$ cat config.mk
export PLATFORM = sky130hd
export DESIGN_NAME = prng_gen
export DESIGN_NICKNAME = d
export VERILOG_FILES = /design/src/rtl/prng_gen.sv
export SDC_FILE = /design/constraint.sdc
export NUM_CORES = 1
export LEC_CHECK = 0
export ABC_CLOCK_PERIOD_IN_PS = 2500
export BUFFER_PORTS_ARGS = -buffer_cell sky130_fd_sc_hd__buf_2
export CAP_MARGIN = 10
export CORE_MARGIN = 10
export CORE_UTILIZATION = 39
export DETAILED_ROUTE_END_ITERATION = 8
export SYNTH_ARGS = -nofsm -noshare
export SYNTH_HDL_FRONTEND = slang
export SYNTH_SLANG_ARGS = --single-unit
export TNS_END_PERCENT = 30
$ cat constraint.sdc
create_clock -name clk -period 2.5 [get_ports clk]
set_clock_uncertainty 0.15 [all_clocks]
set_input_delay 0.25 -clock clk [delete_from_list [all_inputs] [get_ports clk]]
set_output_delay 0.25 -clock clk [all_outputs]
set_load 0.01 [all_outputs]
$ cat src/rtl/prng_gen.sv
// ---------------------------------------------------------------------------
// prng_gen
//   Pseudo-random word generator. A DATA_W-bit XNOR LFSR supplies data bits,
//   and an OUT_W-bit (DATA_W/2) XNOR LFSR steers a bank of 2:1 bit selectors
//   that build the OUT_W-bit output word. A single-clock tick-enable divider
//   sets the free-run cadence. Seed loading, step, hold and burst modes are
//   supported.
//
// Ports
//   clk        : sole clock
//   rst_n      : synchronous active-low reset
//   ena        : design enable, low freezes all state
//   mode       : 00 free-run, 01 step, 10 hold, 11 burst
//   step       : level input, rising edge advances in step mode
//   seed_load  : load pulse for seed_in
//   seed_in    : seed for the data LFSR
//   out_data   : registered output word
//   out_valid  : one-cycle pulse when out_data changed due to an advance
// ---------------------------------------------------------------------------
module prng_gen #(
    parameter int DATA_W = 16,
    parameter int DIV    = 10_000_000
) (
    input  logic                clk,
    input  logic                rst_n,
    input  logic                ena,
    input  logic [1:0]          mode,
    input  logic                step,
    input  logic                seed_load,
    input  logic [DATA_W-1:0]   seed_in,
    output logic [DATA_W/2-1:0] out_data,
    output logic                out_valid
);

    localparam int OUT_W  = DATA_W / 2;
    localparam int TCNT_W = 24;

    generate
        if (!(DATA_W == 8 || DATA_W == 16 || DATA_W == 24 || DATA_W == 32)) begin : g_bad_data_w
            $error("prng_gen: DATA_W must be 8, 16, 24 or 32");
        end
        if (DIV < 2 || DIV > (1 << 24)) begin : g_bad_div
            $error("prng_gen: DIV must be in 2..2^24");
        end
    endgenerate

    // Tap sets expressed as bit masks; feedback is the XNOR of the masked bits.
    function automatic logic [31:0] tap_mask(input int w);
        case (w)
            4:       return 32'h0000_000C; // 3,2
            8:       return 32'h0000_00B8; // 7,5,4,3
            12:      return 32'h0000_0829; // 11,5,3,0
            16:      return 32'h0000_D008; // 15,14,12,3
            24:      return 32'h00E1_0000; // 23,22,21,16
            32:      return 32'h8020_0003; // 31,21,1,0
            default: return 32'h0000_0000;
        endcase
    endfunction

    localparam logic [DATA_W-1:0] DMASK = DATA_W'(tap_mask(DATA_W));
    localparam logic [OUT_W-1:0]  CMASK = OUT_W'(tap_mask(OUT_W));
    localparam logic [TCNT_W-1:0] TMAX  = TCNT_W'(DIV - 1);

    function automatic logic [DATA_W-1:0] data_next(input logic [DATA_W-1:0] v);
        return {v[DATA_W-2:0], ~^(v & DMASK)};
    endfunction

    function automatic logic [OUT_W-1:0] ctrl_next(input logic [OUT_W-1:0] v);
        return {v[OUT_W-2:0], ~^(v & CMASK)};
    endfunction

    // Each output bit picks the odd or even bit of its data pair.
    function automatic logic [OUT_W-1:0] sel_map(input logic [DATA_W-1:0] d,
                                                 input logic [OUT_W-1:0]  c);
        logic [OUT_W-1:0] r;
        r = '0;
        for (int i = 0; i < OUT_W; i++) begin
            r[i] = c[i] ? d[2*i+1] : d[2*i];
        end
        return r;
    endfunction

    logic [TCNT_W-1:0] tcnt_q, tcnt_d;
    logic [1:0]        acnt_q, acnt_d;
    logic [DATA_W-1:0] data_q, data_d;
    logic [OUT_W-1:0]  ctrl_q, ctrl_d;
    logic              step_d_q, step_d_d;
    logic [OUT_W-1:0]  out_q, out_d;
    logic              vld_q, vld_d;

    logic tick;
    logic step_rise;
    logic adv;

    assign tick      = (tcnt_q == TMAX);
    assign step_rise = step & ~step_d_q;

    always_comb begin
        adv = 1'b0;
        case (mode)
            2'b00:   adv = tick;
            2'b01:   adv = step_rise;
            2'b10:   adv = 1'b0;
            default: adv = 1'b1;
        endcase
    end

    always_comb begin
        tcnt_d   = tcnt_q;
        acnt_d   = acnt_q;
        data_d   = data_q;
        ctrl_d   = ctrl_q;
        step_d_d = step_d_q;
        out_d    = out_q;
        vld_d    = 1'b0;
        if (ena) begin
            tcnt_d   = tick ? '0 : tcnt_q + 1'b1;
            step_d_d = step;
            if (seed_load) begin
                // All-ones is the lock-up state, so it is never loaded.
                data_d = (&seed_in) ? '0 : seed_in;
                ctrl_d = '0;
                acnt_d = 2'd0;
                out_d  = sel_map(data_d, ctrl_d);
            end else if (adv) begin
                data_d = data_next(data_q);
                acnt_d = acnt_q + 2'd1;
                // Control steps on every fourth advance (acnt wrapping 3 -> 0).
                if (acnt_q == 2'd3) begin
                    ctrl_d = ctrl_next(ctrl_q);
                end
                out_d  = sel_map(data_d, ctrl_d);
                vld_d  = 1'b1;
            end
        end
    end

    always_ff @(posedge clk) begin
        if (!rst_n) begin
            tcnt_q   <= '0;
            acnt_q   <= 2'd0;
            data_q   <= '0;
            ctrl_q   <= '0;
            step_d_q <= 1'b0;
            out_q    <= '0;
            vld_q    <= 1'b0;
        end else begin
            tcnt_q   <= tcnt_d;
            acnt_q   <= acnt_d;
            data_q   <= data_d;
            ctrl_q   <= ctrl_d;
            step_d_q <= step_d_d;
            out_q    <= out_d;
            vld_q    <= vld_d;
        end
    end

    assign out_data  = out_q;
    assign out_valid = vld_q;

endmodule

==> metrics.txt <==
GRT Util Overall=12.3%; NetSw=0.500 mW; Synthesized Nets=345; ANT nets after route=0; vias per cell=5.32; Seq pwr share=50.0%; final worst slack=0.453 ns; crit end category=flop; met2 WL=2790 µm; flops & latches, synth=60; Clk network pwr share=40.5%; clk slew on worst S/H paths=0.06 ns; Buffers on Ports=31; warnings from Yosys=0; Residual DRC=0; row count=31; core area=0.00729 mm²; Top delay family on crit path=simple AND/OR/NAND/NOR gates; worst hold path type=in -> reg; share of the yosys chip area belonging to registers=41.0%; maximum clock rate=489 MHz; Hold Path Stages=3; r2r worst-path depth=7; Iteration-0 DRC Markers=251; Crit path required time=2.58 ns; number of stages on the worst setup path=7; CTS tree=built; leakage=1.33 nW; Comb pwr share=9.5%; WP buf/inv=0; htree depth=3; outcome=finished clean; slowest stage cell, crit path=dfxtp_1; final setup fails=0; largest net degree at the start of global routing=40; Int Power=1.54 mW; Rel. slew slack=45.2%; Worst path max stage delay=0.39 ns; Post-CTS Setup Inserts=0; ANT cells=0; dpl hpwl=4710 µm; grt total ovfl=0; Max Used Layer=met4; die width=107 µm; Avg Cell Area, Syn=9.17 µm²; ratio of cells with drive above 1 in the final layout=17.7%; critical path class=reg -> reg; Die Y=107 µm; Least-Margin Pin Slew=0.821 ns; total power=2.04 mW; Pins Over Slew Limit=0; # IOs=32; fin util=45.7%; Max-Cap Viols=0; switch share=24.6%; # resized after CTS=0; Tcrit/Tclk final=81.9%; setup slack at placement=0.456 ns; Max Root-Sink Buffers=2; Detailed Routing Iterations Pass 1=4; R2R setup slack=0.45 ns; final worst path period need=2.05 ns; Detail Route met3 WL=301 µm; Initial Util=40.2%; Post-Layout Cell Count=450; vias in the first global route=2283; Skew-Pair Late Insertion Delay=0.34 ns; Area Overhead vs Synth=13.6%; first-pass GRT wire length=11300 µm; total clock sinks=60; Routed WL per cell=15.0 µm; Pwr Density=612 mW/mm²; Net count, final=372; RSZ-0062 raised after global routing=false; total routed wirelength=6740 µm; Max VDD drop=325 µV; cts bufs inserted=9; cells after synthesis=320; Hold Vio Cnt, Final=0; Worst Path Max Fanout=12; initial antenna violation count=0; routability cong.=0.806; M1 WL=3530 µm; setup TNS=0 ns; Vias=2396; Worst Path Arrival=2.12 ns; Synth cell types=44; CP Launch Type=flop; synthesized cell area=0.00293 mm²; cts hold-fix bufs=0; crit-path cells=ha_1 > nand2_1 > nor2_2 > nand4_2 > and2_4 > a221o_2 > o211a_1; Die Area=0.0114 mm²; DP Cell Count=435; CTS Root Cell=clkbuf_8
## sequential cells by signal (all words and copies together) (netlist names)
name and count:
tcnt_q 24, data_q 16, ctrl_q 8, out_data 8
acnt_q 2, out_valid 1, step_d_q 1
## power groups by stage
stage / logic [mW] / registers, mW / clock network (mW)
after global placement: 0.192 / 1.04 / 0
after floorplan: 0.127 / 1.04 / 0
after CTS: 0.194 / 1.02 / 0.847
final: 0.193 / 1.02 / 0.825
after global routing: 0.216 / 1.02 / 0.886
after detailed placement: 0.192 / 1.04 / 0
## worst register-to-register path: cells and delay by family (launching register included)
kind	cells	cell delay (ns)
compound gates	2	0.43
simple gates	4	0.73
fa+ha+maj	1	0.24
flops	1	0.39
## logic make-up (layout without fill, tap and decap cells)
group	after synthesis	count (layout)	share of synthesized area [%]
flip-flops	60	60	41.0
XOR/XNOR	26	26	7.76
buffers and inverters	21	52	3.63
multiplexers	18	18	6.14
AND/OR/NAND/NOR	109	109	21.2
AO/OA/AOI/OAI	84	84	19.4
adder cells (fa/ha/maj)	2	2	0.853
## stage by stage
stage	instance area, µm²	hold slack, ns
floorplan	2930	0.269
global placement	3140	0.321
detailed placement	3140	0.330
CTS	3330	0.0678
global route	3330	0.0839
finish	3330	0.0707
## synthesized netlist by cell type
cell      count  share of area (%)
a21boi_0      1               0.26
a21oi_1      25                4.3
a221o_1       6                2.0
a221o_2       2               0.77
a22o_2        1               0.34
a22oi_1      15                3.8
a32o_1        1               0.34
and2_1        4               0.85
and2_4        1               0.30
and3_1        6                1.3
and3_2        1               0.26
and4_1        2               0.60
and4bb_2      1               0.43
buf_2        10                1.7
buf_6         2               0.77
clkbuf_1      7               0.90
dfxtp_1      60                 41
ha_1          2               0.85
inv_1         2               0.26
mux2i_1      18                6.1
nand2_1      16                2.0
nand2b_1      1               0.21
nand3_1      10                1.7
nand4_1      11                2.3
nand4_2       1               0.43
nor2_1       30                3.8
nor2_2        1               0.21
nor2b_1      12                2.6
nor3_1        1               0.17
nor3b_2       1               0.43
nor4_1        1               0.21
nor4_4        1               0.73
nor4b_1       2               0.60
nor4b_2       2                1.0
nor4bb_1      1               0.34
o211a_1       9                3.1
o21a_1        2               0.51
o21ai_0      20                3.4
o21ai_1       1               0.17
o41a_1        1               0.38
or3_1         2               0.43
or3_2         1               0.26
xnor2_1      12                3.6
xor2_1       14                4.2
## final timing paths
check | start | endpoint
max | tcnt_q[0]$_SDFFE_PN0P_ | data_q[3]$_SDFFE_PN0P_
min | step | step_d_q$_SDFFE_PN0P_
max reg2reg | tcnt_q[0]$_SDFFE_PN0P_ | data_q[3]$_SDFFE_PN0P_
min reg2reg | data_q[0]$_SDFFE_PN0P_ | data_q[0]$_SDFFE_PN0P_
## placed cells by master (no fill, tap or decap), drive strengths merged
cell type / instances
o211a: 9
and3: 7
xor2: 14
nand2: 16
a221o: 8
nor4: 2
nor2b: 12
nor4b: 4
and2: 5
buf: 35
inv: 2
nor3b: 1
o41a: 1
nand2b: 1
nand4: 12
and4: 2
a32o: 1
clkbuf: 14
or3: 3
and4bb: 1
nor3: 1
nor4bb: 1
a22oi: 15
nand3: 10
dfxtp: 60
o21ai: 21
o21a: 2
xnor2: 12
a21boi: 1
clkinv: 1
ha: 2
nor2: 31
a21oi: 25
a22o: 1
mux2i: 18
## layer usage
metal | up-vias | global-route usage, %
li1 | 1221 | -
met4 | 0 | 6.87
met1 | 1113 | 17.3
met5 | - | 0
met3 | 11 | 3.89
met2 | 51 | 15.8
## layout make-up
type	count	area, µm²
multi-input cells	239	1630
clock inverters	1	5.00
clock buffers	14	183
repair buffers	35	185
well taps	99	124
fillers	766	3960
flip-flops and latches	60	1200
inverters	2	7.51
(Power assumes the default switching activity.)
